[src/rtl/adc2_cfg_pkg.sv]
// Shared types and constants for the ADC2 configuration sequencer:
// FSM state encoding, SPI word width and the default register table.
package adc2_cfg_pkg;

    localparam int ADC2_WORD_W      = 24;
    localparam int ADC2_TABLE_DEPTH = 32;
    localparam int ADC2_TIDX_W      = 5;

    typedef enum logic [1:0] {
        POR_WAIT = 2'd0,
        SEND     = 2'd1,
        WAIT     = 2'd2,
        READY    = 2'd3
    } adc2_state_t;

    // Entries beyond the active NUM_REGS are never sent; they read as zero.
    localparam logic [ADC2_WORD_W-1:0] ADC2_CFG_TABLE [ADC2_TABLE_DEPTH] = '{
        24'h000001, 24'h010080, 24'h020003, 24'h03001F,
        24'h041200, 24'h050A00, 24'h06FF00, 24'h0700C3,
        24'h000000, 24'h000000, 24'h000000, 24'h000000,
        24'h000000, 24'h000000, 24'h000000, 24'h000000,
        24'h000000, 24'h000000, 24'h000000, 24'h000000,
        24'h000000, 24'h000000, 24'h000000, 24'h000000,
        24'h000000, 24'h000000, 24'h000000, 24'h000000,
        24'h000000, 24'h000000, 24'h000000, 24'h000000
    };

endpackage

[src/rtl/adc2_cfg_rom.sv]
// Combinational lookup of the default ADC2 register table: idx -> 24-bit word.
module adc2_cfg_rom
    import adc2_cfg_pkg::*;
#(
    parameter int NUM_REGS = 8,
    parameter int IDX_W    = 3
) (
    input  logic [IDX_W-1:0]       idx,
    output logic [ADC2_WORD_W-1:0] word
);

    logic [ADC2_TIDX_W-1:0] tidx;

    always_comb begin
        tidx = ADC2_TIDX_W'(idx);
        word = '0;
        if (int'(idx) < NUM_REGS) begin
            word = ADC2_CFG_TABLE[tidx];
        end
    end

endmodule

[src/rtl/adc2_cfg_ctrl.sv]
// ADC2 configuration sequencer: power-on delay, table walk over the SPI writer,
// then single host writes. Optional ADC2_HWRST_EN adds the adc_rst_n output.
module adc2_cfg_ctrl
    import adc2_cfg_pkg::*;
#(
    parameter int NUM_REGS   = 8,
    parameter int SPI_LEN    = 24,
    parameter int GAP_CYCLES = 4,
    parameter int POR_DELAY  = 1000
) (
    input  logic                   clk,
    input  logic                   rst_n,
    input  logic                   start,
    input  logic                   wr_req,
    input  logic [ADC2_WORD_W-1:0] wr_data,
    output logic                   wr_ack,
    output logic                   send,
    output logic [ADC2_WORD_W-1:0] pattern,
    output logic                   busy,
    output logic                   init_done
`ifdef ADC2_HWRST_EN
    ,
    output logic                   adc_rst_n
`endif
);

    localparam int FRAME_CYC = SPI_LEN + GAP_CYCLES;
    localparam int POR_W     = (POR_DELAY > 1) ? $clog2(POR_DELAY) : 1;
    localparam int WCNT_W    = (FRAME_CYC > 1) ? $clog2(FRAME_CYC) : 1;
    localparam int IDX_W     = (NUM_REGS > 1) ? $clog2(NUM_REGS) : 1;

    localparam logic [POR_W-1:0]  POR_LAST  = POR_W'(POR_DELAY - 1);
    localparam logic [WCNT_W-1:0] WCNT_LAST = WCNT_W'(FRAME_CYC - 1);
    localparam logic [IDX_W-1:0]  IDX_LAST  = IDX_W'(NUM_REGS - 1);

    adc2_state_t            state;
    logic [POR_W-1:0]       por_cnt;
    logic [WCNT_W-1:0]      wcnt;
    logic [IDX_W-1:0]       idx;
    logic                   host_frm;
    logic [IDX_W-1:0]       rom_idx;
    logic [ADC2_WORD_W-1:0] rom_word;

    // Look up the word for the frame about to launch, so pattern is valid in the send cycle.
    always_comb begin
        rom_idx = '0;
        if (state == WAIT) begin
            rom_idx = idx + IDX_W'(1);
        end
    end

    adc2_cfg_rom #(
        .NUM_REGS (NUM_REGS),
        .IDX_W    (IDX_W)
    ) u_rom (
        .idx  (rom_idx),
        .word (rom_word)
    );

    // Ack is decoded in the accepting READY cycle so it leads send by exactly one cycle.
    assign wr_ack = (state == READY) && !start && wr_req;

    always_ff @(posedge clk or negedge rst_n) begin
        if (!rst_n) begin
            state     <= POR_WAIT;
            por_cnt   <= '0;
            wcnt      <= '0;
            idx       <= '0;
            host_frm  <= 1'b0;
            send      <= 1'b0;
            pattern   <= '0;
            busy      <= 1'b1;
            init_done <= 1'b0;
`ifdef ADC2_HWRST_EN
            adc_rst_n <= 1'b0;
`endif
        end else begin
            send <= 1'b0;
            case (state)
                POR_WAIT: begin
`ifdef ADC2_HWRST_EN
                    if (por_cnt == POR_W'(POR_DELAY / 2 - 1)) begin
                        adc_rst_n <= 1'b1;
                    end
`endif
                    if (por_cnt == POR_LAST) begin
                        por_cnt  <= '0;
                        idx      <= '0;
                        host_frm <= 1'b0;
                        pattern  <= rom_word;
                        send     <= 1'b1;
                        state    <= SEND;
                    end else begin
                        por_cnt <= por_cnt + POR_W'(1);
                    end
                end
                SEND: begin
                    wcnt  <= '0;
                    state <= WAIT;
                end
                WAIT: begin
                    if (wcnt == WCNT_LAST) begin
                        wcnt <= '0;
                        if (host_frm) begin
                            busy  <= 1'b0;
                            state <= READY;
                        end else if (idx == IDX_LAST) begin
                            init_done <= 1'b1;
                            busy      <= 1'b0;
                            state     <= READY;
                        end else begin
                            idx     <= idx + IDX_W'(1);
                            pattern <= rom_word;
                            send    <= 1'b1;
                            state   <= SEND;
                        end
                    end else begin
                        wcnt <= wcnt + WCNT_W'(1);
                    end
                end
                READY: begin
                    if (start) begin
                        init_done <= 1'b0;
                        idx       <= '0;
                        host_frm  <= 1'b0;
                        pattern   <= rom_word;
                        send      <= 1'b1;
                        busy      <= 1'b1;
                        state     <= SEND;
                    end else if (wr_req) begin
                        host_frm <= 1'b1;
                        pattern  <= wr_data;
                        send     <= 1'b1;
                        busy     <= 1'b1;
                        state    <= SEND;
                    end
                end
                default: state <= POR_WAIT;
            endcase
        end
    end

endmodule

[config.mk]
export PLATFORM = sky130hd
export DESIGN_NAME = adc2_cfg_ctrl
export DESIGN_NICKNAME = d
export VERILOG_FILES = /design/src/rtl/adc2_cfg_pkg.sv /design/src/rtl/adc2_cfg_rom.sv /design/src/rtl/adc2_cfg_ctrl.sv
export SDC_FILE = /design/constraint.sdc
export NUM_CORES = 1
export LEC_CHECK = 0
export ABC_AREA = 1
export CAP_MARGIN = 20
export CORE_MARGIN = 2
export CORE_UTILIZATION = 45
export DETAILED_ROUTE_END_ITERATION = 8
export GPL_ROUTABILITY_DRIVEN = 0
export PLACE_DENSITY = 0.76
export SYNTH_ARGS = -nofsm -noshare
export SYNTH_HDL_FRONTEND = slang
export SYNTH_SLANG_ARGS = --single-unit
[constraint.sdc]
create_clock -name clk -period 2.02 [get_ports clk]
set_input_delay 0.303 -clock clk [delete_from_list [all_inputs] [get_ports clk]]
set_output_delay 0.303 -clock clk [all_outputs]
set_load 0.02 [all_outputs]
# [After elaboration in Yosys (flattened, before gate mapping)]
# Memories as Yosys holds them, arrays and structs flattened.
# Cells that the tools add are included.
[classes] addsub=3 order_cmp=1 bitwise_logic=1 n_reduce_logical=14 eq_ne=14 n_mux=47
[ops] cell="two-way mux 24 bit" n=8
[ops] cell="one-hot mux 24 bit (3 select lines)" n=1
[ops] cell="two-way mux 3 bit" n=6
[ops] cell="two-way mux 1 bit" n=17
[ops] cell="two-way mux 2 bit" n=6
[ops] cell="AND reduction 6 bit" n=2
[ops] cell="adder 10 x 1 -> 10 bit (second input constant)" n=1
[ops] cell="equality test 10 bit (second input constant)" n=1
[ops] cell="two-way mux 10 bit" n=1
[ops] cell="one-hot mux 5 bit (2 select lines)" n=1
[ops] cell="one-hot mux 3 bit (3 select lines)" n=1
[ops] cell="inequality test 2 bit (second input constant)" n=4
[ops] cell="one-hot mux 2 bit (4 select lines)" n=1
[ops] cell="greater-or-equal comparator 6 bit (second input constant)" n=1
[ops] cell="NOT 3 -> 6 bit" n=1
[ops] cell="one-hot mux 1 bit (2 select lines)" n=3
[ops] cell="AND reduction 3 bit" n=2
[ops] cell="nonzero test 2 bit" n=3
[ops] cell="adder 5 x 1 -> 5 bit (second input constant)" n=1
[ops] cell="equality test 5 bit (second input constant)" n=1
[ops] cell="two-way mux 5 bit" n=1
[ops] cell="AND reduction 5 bit" n=1
[ops] cell="equality test 2 bit (second input constant)" n=2
[ops] cell="inequality test 2 x 1 -> 1 bit (second input constant)" n=2
[ops] cell="other kinds (11)" n=12
[word_totals] in_bits=28 memories=1 mem_bits_ro=768 out_inout_bits=28 elab_cells=90 register_bits=48
[mem_list] memory="(name not given)" depth=32 word_bits=24 rd=1 rd_clocked_by_memory_dff=0 wr=0 line="adc2_cfg_rom.sv:18" rtl="word = ADC2_CFG_TABLE[tidx];"

# [Logic depth before layout (Yosys ltp)]
# Gate-level depths: netlist of run 1.
[depth] word_depth=10 ltp_mapped=12 ltp_nobuf=11

# [By module]
# A second synthesis of run 1 with hierarchy kept.
[unflattened] cells_unflattened=405 area_unflattened_um2=3021.6
[modules_own_cells] module="adc2_cfg_ctrl" area_each_um2=2782.7 instances=1 cells_per_inst=366 seq_area_each_um2=1202.4
[modules_own_cells] module="adc2_cfg_rom" area_each_um2=239.0 instances=1 cells_per_inst=39 seq_area_each_um2=0.0

# [Worst setup path before layout of run 1]
# Ideal clock, no wire load.
[synth_timing] path_type="register to register" from="register state[0]" to="register pattern[11]" path_buffers=1 stages_incl_launch_ff=11 period_less_slack_ns=1.752 setup_time_ns=0.065 setup_slack_ns=0.268 required_ns=1.955 arrival_ns=1.688 path_cell_list="dfrtp_1 > inv_1 > ha_1 > buf_4 > inv_1 > nor2_1 > inv_1 > ha_1 > o21ai_0 > nand4_1 > nand2_1"
[synth_via] elab_chain_len=10 elab_cells_between_ends=21 classes_between="eq/ne (7); mux (9); bitwise (1); reduce/logical (3); memory (1)"
[synth_lines] element="start, declared" line="adc2_cfg_ctrl.sv:36" rtl="adc2_state_t state;"
[synth_lines] element="start signal, assigned" line="adc2_cfg_ctrl.sv:65" rtl="state <= POR_WAIT;"
[synth_lines] element="start signal, assigned" line="adc2_cfg_ctrl.sv:92" rtl="state <= SEND;"
[synth_lines] element="start signal, assigned" line="adc2_cfg_ctrl.sv:99" rtl="state <= WAIT;"
[synth_lines] element="equality test 2 bit (*)" line="adc2_cfg_ctrl.sv:47" rtl="if (state == WAIT) begin"
[synth_lines] element="two-way mux 3 bit (*)" line="adc2_cfg_ctrl.sv:47"
[synth_lines] element="named net rom_idx[0]" line="adc2_cfg_ctrl.sv:41" rtl="logic [IDX_W-1:0] rom_idx;"
[synth_lines] element="NOT 3 -> 6 bit (not written as such) (*)" line="adc2_cfg_rom.sv:18"
[synth_lines] element="memory (32 x 24 bit) (*)"
[synth_lines] element="two-way mux 24 bit (not written as such) (*) (2 in series)" line="adc2_cfg_rom.sv:18"
[synth_lines] element="two-way mux 24 bit" line="adc2_cfg_ctrl.sv:107" rtl="end else if (idx == IDX_LAST) begin"
[synth_lines] element="two-way mux 24 bit" line="adc2_cfg_ctrl.sv:104" rtl="if (host_frm) begin"
[synth_lines] element="two-way mux 24 bit" line="adc2_cfg_ctrl.sv:102" rtl="if (wcnt == WCNT_LAST) begin"
[synth_lines] element="one-hot mux 24 bit (3 select lines) (*)" line="adc2_cfg_ctrl.sv:79" rtl="case (state)"
[synth_lines] element="end signal, assigned" line="adc2_cfg_ctrl.sv:90" rtl="pattern <= rom_word;"
[synth_lines] element="end signal, assigned" line="adc2_cfg_ctrl.sv:113" rtl="pattern <= rom_word;"
[synth_lines] element="end signal, assigned" line="adc2_cfg_ctrl.sv:126" rtl="pattern <= rom_word;"
[synth_lines] element="end, declared" line="adc2_cfg_ctrl.sv:18" rtl="output logic [ADC2_WORD_W-1:0] pattern,"
# The timed path passes the listed nets; every way through them passes the cells marked *. The select of a mux whose other input is x is not followed.
# A chain may end at the register's enable or synchronous reset.

# [Final worst setup path of run 1]
[layout_timing] from="register state[0]" to="register pattern[2]"
[layout_via] elab_chain_len=10 elab_cells_between_ends=21 classes_between="eq/ne (7); mux (9); bitwise (1); reduce/logical (3); memory (1)"
[layout_lines] element="equality test 2 bit" line="adc2_cfg_ctrl.sv:47, adc2_cfg_ctrl.sv:79"
[layout_lines] element="two-way mux 3 bit" line="adc2_cfg_ctrl.sv:47"
[layout_lines] element="NOT 3 -> 6 bit (not written as such)" line="adc2_cfg_rom.sv:18"
[layout_lines] element="memory (32 x 24 bit)"
[layout_lines] element="two-way mux 24 bit (not written as such) (2 in series)" line="adc2_cfg_rom.sv:18"
[layout_lines] element="two-way mux 24 bit" line="adc2_cfg_ctrl.sv:107"
[layout_lines] element="two-way mux 24 bit" line="adc2_cfg_ctrl.sv:104"
[layout_lines] element="two-way mux 24 bit" line="adc2_cfg_ctrl.sv:102"
[layout_lines] element="one-hot mux 24 bit (3 select lines)" line="adc2_cfg_ctrl.sv:79"
# Parallel ways exist; a longest one is shown, timed or not. The select of a mux whose other input is x is not followed.

==> results of run 1 <==
## stage by stage
stage               setup TNS, ns  setup WS [ns]  cell area (sq um)
finish                          0         0.1505               3531
global route              -0.1272       -0.05023               3531
CTS                             0         0.1200               3511
detailed placement              0         0.1146               3410
global placement                0         0.1645               3410
floorplan                       0         0.2675               2795
## area by class of cell
class / instances / area [sq um] / area share, %
Sequential cell: 48 / 1202 / 34.05
Clock inverter: 3 / 23.77 / 0.6733
Multi-Input combinational cell: 255 / 1334 / 37.77
Inverter: 41 / 153.9 / 4.359
Timing Repair Buffer: 66 / 654.4 / 18.53
Clock buffer: 5 / 68.82 / 1.949
Tap cell: 75 / 93.84 / 2.658
## layout by cell type, fill, tap and decap left out, types with 4 or more instances in the layout
cell             count
nand2_1            118
clkdlybuf4s50_1     53
dfrtp_1             47
inv_1               39
nand4_1             32
nor2_1              29
o21ai_0             12
nand3_1             11
ha_1                11
a21oi_1              9
buf_4                8
clkbuf_8             5
nand2_2              4
xor2_1               4
## worst min-delay path: stages, from the launching register on
cell and delay [ns]:
dfrtp_1 0.35, nand2_1 0.05, nand2_1 0.04
## flip-flops by register name, summed over array words and instances (netlist names)
register   count
por_cnt       10
host_frm       1
busy           1
send           1
wcnt           5
idx            3
init_done      1
pattern       24
state          2
## per-layer routing
metal	track usage (%)	vias up	part of all wire (%)	routed length [um]
met5	0	-	0	0
met4	7.452	0	1.6	100
met3	3.380	8	3.7	233
met1	24.71	1165	44	2782
li1	-	1262	-	-
met2	31.67	55	50	3154
## power by group through the flow
stage	sequential [mW]	clock, mW	combinational [mW]
global placement	0.979	0	0.0802
detailed placement	0.979	0	0.0811
finish	0.960	0.581	0.0809
global route	0.960	0.653	0.0891
CTS	0.960	0.606	0.0830
floorplan	0.979	0	0.00338
## logic make-up after synthesis
family	count (synthesis)	share of synthesized area, %
compound gates	28	5.730
xor+xnor	7	2.193
fa+ha+maj	12	5.371
buf+inv	56	9.713
flops	48	43.02
simple gates	208	33.97
## worst paths after layout
| path | endpoint | slack, ns | cells past startpoint |
|---|---|---|---|
| min in group asynchronous | idx[2] | 0.50 | 2 |
| worst max register to register | pattern[2] | 0.15 | 9 |
| max in group asynchronous | busy | 0.93 | 3 |
| worst min register to register | pattern[3] | 0.48 | 2 |
| worst max-delay path | pattern[2] | 0.15 | 9 |
| worst min-delay path | pattern[3] | 0.48 | 2 |
## timing repair
item,in CTS,in global routing
gates resized for setup,1,4
setup buffers,0,1
endpoints found under the setup margin,1,11
hold buffers,1,0
endpoints found under the hold margin,20,0
==> flow_summary.yaml, run 1 <==
timing:
  holdWs_ns: 0.4757
  max-slew-margin-rel_pct: 65.41
  skew_ns: 0.008649
  slew_violations: 0
  setup_viol: 0
  worst_pin_slew_ns: 0.5188
  period_needed_ns: 1.869
  fmax_ghz: 0.5349
  timing.final.crit_share_pct: 92.55
  hold_viol_final: 0
finish:
  final_net_count: 457
  fin_util_pct: 59.29
  syn_to_final_growth_pct: 26.32
  final-instance-count-excl-fill: 493
  drive_gt1_share_pct: 9.091
  diodes: 0
  num-fill-cells: 540
synth:
  synth.most_common_cell: "nand2_1"
  synth-seq-cells: 48
  synthFlopType: "dfrtp_1"
  synth_edf_count: 0
  avgSynthCellArea_sq_um: 7.786
  synth_common_cells: "nand2_1 (119), dfrtp_1 (47), inv_1 (39)"
  async_reset_ff_share_pct: 100.0
  ys_top_cells_by_area: "dfrtp_1 (42%), nand2_1 (16%), nand4_1 (7.2%)"
  yosysUniqueCellTypes: 31
  synth_area_leader_cell: "dfrtp_1"
  synthesis.nets: 399
  netlist_instances: 359
  yosysSeqAreaShare_pct: 43.02
  ys_warn_count: 0
  synth_top_area_share_pct: 42.08
  syn_area_sq_mm: 0.002795
pwr:
  p_int_mw: 1.256
  power_density_mw_per_mm2: 459.3
  power_switching_uw: 365.7
  pwr-share-comb_pct: 5.0
  p_leak_nw: 1.837
  ir_drop_uv: 247.5
  clkPwrFrac_pct: 35.8
  seqPwrFrac_pct: 59.2
  swShare_pct: 22.55
  power_mw: 1.622
worst_setup_path:
  cp_data_required_time_ns: 2.22
  crit_type: "register to register"
  regToRegStartpoint: "state[0]"
  critical_path_arrival_ns: 2.07
  startpoint: "state[0]"
  critPathCaptureType: "register"
  critPathTopFamily: "simple AND/OR/NAND/NOR gates"
  crit_top_cell: "nand2_1"
  cp_num_buf_inv: 2
  path_cells: "inv_1 -> ha_1 -> buf_4 -> nand2_1 -> nand2_1 -> nor2_4 -> nand3_4 -> nand2_1 -> nand2_1"
  start_kind: "register"
  cpMaxStageDelayCell: "dfrtp_1"
  critPathMaxFanout: 24
  slowest_delay_ns: 0.42
clock_tree:
  cts_buffers: 5
  clockBufferDepth: 2
  cts_max_level: 2
  clk_pin_slew_ns: 0.10
  insertion_delay_ns: 0.30
  cts.sinks: 48
  cts_root_buf: "clkbuf_8"
  cts_tree: "built"
routing:
  viasPerCell: 5.051
  wl_per_cell_um: 12.72
  first_iter_violations: 141
  drtAntennaViolNets: 0
  vias: 2490
  drt_pre_antenna_iters: 4
  wl_um: 6272
  route.detailed.drc: 0
hold_path:
  hold_path.class: "register to register"
  worstHoldStart: "pattern[3]"
global_route:
  grt_pass1_vias: 2380
  grt.overflow.total: 0
  track_usage_pct: 19.05
  grt_pass1_wl_um: 10920
  antenna_found_initial: 0
  grt_max_degree: 29
floorplanning:
  initial_core_util_pct: 46.93
  die-area_sq_mm: 0.006858
  io_pins: 56
  die_h_um: 82.82
  placeableCoreArea_sq_mm: 0.005956
  num_rows: 28
  die_x_um: 82.82
place:
  io_buffers: 55
  dp_hpwl_um: 4557
  dpl.cell_count: 483
job:
  maxCapViolCount: 0
status:
  outcome: "complete, no violations"
No activity file was read; power rests on OpenSTA's default activity.
==> run 2: changes to the inputs <==
- PLACE_DENSITY: 0.76 -> not set
- PLACE_DENSITY_LB_ADDON: not set -> 0.05
==> flow_summary.yaml, run 2 (same netlist as run 1, synthesis figures left out) <==
worst_setup_path:
  crit_type: "register to primary output"
  path_cells: "ha_1 -> nand2_1 -> nor2_1 -> dlygate4sd2_1"
  crit_end: "wr_ack"
  cpMaxStageDelayCell: "dfrtp_1"
  slowest_delay_ns: 0.42
  cp_num_buf_inv: 1
  regToRegEndpoint: "pattern[12]"
  critPathMaxFanout: 5
  ff2ff_path_depth: 9
  cp_data_required_time_ns: 1.72
  critical_path_arrival_ns: 1.55
  start_kind: "register"
  r2r_slack_ns: 0.19
  critPathCaptureType: "primary output"
  cp.depth: 4
  startpoint: "state[0]"
  critPathTopFamily: "flip-flops"
  regToRegStartpoint: "state[0]"
global_route:
  grt_max_degree: 29
  track_usage_pct: 19.95
  antenna_found_initial: 0
  grt_pass1_wl_um: 11470
  grt_pass1_vias: 2462
  grt.overflow.total: 0
clock_tree:
  insertion_delay_ns: 0.31
  clockBufferDepth: 2
  clk_pin_slew_ns: 0.09
  cts_buffers: 5
  cts_tree: "built"
  cts.sinks: 48
  cts_root_buf: "clkbuf_8"
  cts_max_level: 2
finish:
  largest_register: "pattern"
  largest_reg_flops: 24
  syn_to_final_growth_pct: 26.14
  diodes: 0
  final-instance-count-excl-fill: 493
  final_common_cell: "nand2_1"
  layout_common_cells: "nand2_1 (118), clkdlybuf4s50_1 (53), dfrtp_1 (47), inv_1 (39), nand4_1 (32)"
  drive_gt1_share_pct: 8.612
  top_regs: "pattern: 24 flops, por_cnt: 10 flops, wcnt: 5 flops"
  final_net_count: 457
timing:
  fmax_ghz: 0.5401
  timing.final.crit_share_pct: 91.66
  max-slew-margin-rel_pct: 65.51
  skew_ns: 0.007822
  finalSetupTns_ns: 0
  worst_pin_slew_ns: 0.5173
  grt_setup_unrepaired: "false"
  holdWs_ns: 0.4744
  hold_viol_final: 0
  slew_violations: 0
  setup_viol: 0
  period_needed_ns: 1.852
floorplanning:
  placeableCoreArea_sq_mm: 0.005956
  die-area_sq_mm: 0.006858
  io_pins: 56
  die_h_um: 82.82
  num_rows: 28
  initial_core_util_pct: 46.93
  die_x_um: 82.82
routing:
  first_iter_violations: 146
  wl_per_cell_um: 13.01
  route.detailed.drc: 0
  drtAntennaViolNets: 0
  viasPerCell: 4.963
  wl_um: 6415
  vias: 2447
  drt_pre_antenna_iters: 4
place:
  io_buffers: 55
  dp_hpwl_um: 4690
  dpl.cell_count: 483
hold_path:
  hold_path.class: "register to register"
pwr:
  p_leak_nw: 1.846
  power_density_mw_per_mm2: 492.5
  ir_drop_uv: 406.1
status:
  outcome: "complete, no violations"
job:
  maxCapViolCount: 0
## run 2: changes by cell type in the layout (fill, tap and decap cells not counted), sizes merged
cell and change:
clkbuf +1, bufinv +1, clkinvlp -2
## run 2: cell type report
class	count	area [sq um]
Clock buffer	6	72.57
Clock inverter	2	35.03
Fill cell	571	2430
Inverter	41	153.9
Multi-Input combinational cell	255	1326
Sequential cell	48	1202
Tap cell	75	93.84
Timing Repair Buffer	66	641.9
## run 2: how the worst min path moves through the flow
stage	start	end	slack (ns)	cells past startpoint
floorplan	rst_n	host_frm	0.007	0
detailed placement	rst_n	por_cnt[7]	0.31	1
global route	pattern[20]	pattern[20]	0.50	2
global placement	rst_n	por_cnt[7]	0.30	1
CTS	pattern[4]	pattern[4]	0.48	2
finish	pattern[4]	pattern[4]	0.47	2
## run 2: metal layers
layer | vias to the layer above | GRT usage (%) | wire, um
met5 | - | 0 | 0
met4 | 0 | 8.048 | 186
met3 | 17 | 3.877 | 244
met2 | 53 | 32.70 | 3016
met1 | 1116 | 25.94 | 2967
li1 | 1261 | - | -
## run 2: worst register-to-register path, delay by kind of cell, from the launching register on
kind / cells / cell delay [ns]
buffers and inverters: 2 / 0.25
adder cells (fa/ha/maj): 1 / 0.23
AND/OR/NAND/NOR: 6 / 0.83
flip-flops: 1 / 0.42
## run 2: power breakdown
part	switching (mW)	leakage [nW]	total [mW]	internal [mW]
clock	0.328	0.0552	0.695	0.368
sequential	0	0.653	0.960	0.960
combinational	0.0306	1.14	0.0811	0.0505
## run 2: metrics by stage
stage	area (sq um)	util [%]	setup WS [ns]	total power, mW
3_3_place_gp	3397	57.04	0.1685	1.061
4_1_cts	3513	58.99	0.1356	1.759
6_report	3526	59.20	0.1685	1.737
2_1_floorplan	2795	-	0.2675	0.9828
5_1_grt	3526	59.20	0.002784	1.812
3_5_place_dp	3397	57.04	0.1285	1.060
## run 2: repair_timing
action / CTS / global route
hold buffers: 1 / 0
gates resized for setup: 1 / 2
hold endpoints to repair: 19 / 0
setup buffers: 0 / 1
setup endpoints to repair: 1 / 7
==> run 3: changes to the inputs <==
- GPL_TIMING_DRIVEN: not set -> 0
==> flow_summary.yaml, run 3 (same netlist as run 1, synthesis figures left out) <==
status:
  outcome: "complete, no violations"
pwr:
  power_mw: 1.638
  clkPwrFrac_pct: 36.5
  power_switching_uw: 348.6
  seqPwrFrac_pct: 58.6
  power_density_mw_per_mm2: 452.0
  pwr-share-comb_pct: 4.9
  swShare_pct: 21.29
  ir_drop_uv: 378.6
  p_leak_nw: 1.881
  p_int_mw: 1.289
global_route:
  grt_pass1_wl_um: 11390
  antenna_found_initial: 0
  grt.overflow.total: 0
  track_usage_pct: 19.87
  grt_pass1_vias: 2446
  grt_max_degree: 26
timing:
  fmax_ghz: 0.5299
  skew_ns: 0.009874
  fin_ws_ns: 0.1328
  max-slew-margin-rel_pct: 61.86
  slew_violations: 0
  worst_pin_slew_ns: 0.5722
  holdWs_ns: 0.4752
  hold_viol_final: 0
  timing.final.crit_share_pct: 93.43
  grt_setup_unrepaired: "false"
  finalSetupTns_ns: 0
  setup_viol: 0
  period_needed_ns: 1.887
routing:
  vias: 2504
  first_iter_violations: 127
  drt_pre_antenna_iters: 4
  wl_per_cell_um: 12.74
  route.detailed.drc: 0
  drtAntennaViolNets: 0
  wl_um: 6409
  viasPerCell: 4.978
place:
  place_ws_ns: -0.3195
  place_area_sq_mm: 0.003455
  dpl.cell_count: 490
  dp_hpwl_um: 4826
  io_buffers: 55
worst_setup_path:
  cp_num_buf_inv: 3
  cp_data_required_time_ns: 1.72
  path_cells: "ha_2 -> nand2_1 -> buf_4 -> buf_6 -> nor2_1 -> buf_4"
  cp.depth: 6
  cpMaxStageDelayCell: "dfrtp_1"
  critPathCaptureType: "primary output"
  critPathMaxFanout: 10
  ff2ff_path_depth: 8
  r2r_slack_ns: 0.19
  critical_path_arrival_ns: 1.58
  start_kind: "register"
  crit_top_cell: "buf_4"
  regToRegStartpoint: "state[1]"
  slowest_delay_ns: 0.40
  critPathTopFamily: "buffers and inverters"
  regToRegEndpoint: "pattern[16]"
  crit_type: "register to primary output"
hold_path:
  hold_path.class: "register to register"
  worstHoldStart: "pattern[2]"
  whs_endpoint: "pattern[2]"
  holdPathStages: 2
floorplanning:
  initial_core_util_pct: 46.93
  die-area_sq_mm: 0.006858
  die_x_um: 82.82
  placeableCoreArea_sq_mm: 0.005956
  io_pins: 56
  die_h_um: 82.82
  num_rows: 28
finish:
  num-fill-cells: 566
  drive_gt1_share_pct: 11.45
  final_net_count: 467
  multi_input_area_sq_mm: 0.001346
  design_area_sq_mm: 0.003623
  top_regs: "pattern: 24 flops, por_cnt: 10 flops, wcnt: 5 flops"
  fin_util_pct: 60.84
  diodes: 0
  largest_register: "pattern"
  largest_reg_flops: 24
  final-instance-count-excl-fill: 503
  final_common_cell: "nand2_1"
  syn_to_final_growth_pct: 29.63
  layout_common_cells: "nand2_1 (118), clkdlybuf4s50_1 (53), dfrtp_1 (47), inv_1 (39), nand4_1 (32)"
  regArea_sq_mm: 0.001202
clock_tree:
  clk_pin_slew_ns: 0.09
  cts_tree: "built"
  cts.sinks: 48
  clockBufferDepth: 2
  insertion_delay_ns: 0.30
  cts_max_level: 2
  cts_buffers: 5
  cts_root_buf: "clkbuf_8"
job:
  maxCapViolCount: 0
==> run 3: changes by cell type in the layout (fill, tap and decap cells not counted), sizes merged <==
cell and delta:
dlygate4sd2 -1, clkinv -1, buf +11, bufinv -1, clkinvlp +1, clkbuf +1
==> run 3: tightest hold or removal path: stages, from the launching register on <==
cell,delay [ns]
dfrtp_1,0.35
nand2_1,0.05
nand2_1,0.04
==> run 3: layout make-up <==
class	count	area share (%)
buffer	15	3.591
clock buffer	7	2.383
clock inverter	1	0.2072
inverter	41	4.247
multi-input combinational	255	37.15
sequential	48	33.18
tap	75	2.590
timing repair buffer	61	16.64
==> run 3: what timing repair did <==
action,in CTS,in global routing
hold buffers,1,0
endpoints found under the hold margin,5,0
setup endpoints to repair,1,13
gates resized for setup,7,8
setup buffers,2,2
pin swaps,0,1
==> run 3: power by group through the flow <==
| stage | combinational [mW] | sequential, mW | clock [mW] |
|---|---|---|---|
| final | 0.0804 | 0.960 | 0.597 |
| after global routing | 0.0893 | 0.960 | 0.671 |
| after CTS | 0.0829 | 0.960 | 0.626 |
| after detailed placement | 0.0811 | 0.979 | 0 |
| after global placement | 0.0779 | 0.979 | 0 |
| after floorplan | 0.00338 | 0.979 | 0 |
==> run 3: worst max path at each step <==
stage / endpoint / slack [ns] / start
detailed placement: wr_ack / -0.32 / start
CTS: pattern[1] / 0.06 / state[0]
floorplan: pattern[11] / 0.27 / state[0]
global placement: pattern[16] / -0.77 / rst_n
global route: pattern[15] / 0.005 / state[0]
finish: wr_ack / 0.13 / state[0]
==> run 3: per-layer routing <==
layer	global-route usage (%)	vias up	share of wire, %
met5	0	-	0
li1	-	1285	-
met4	5.514	0	1.5
met2	32.40	47	47
met1	27.06	1163	47
met3	3.877	9	4.0
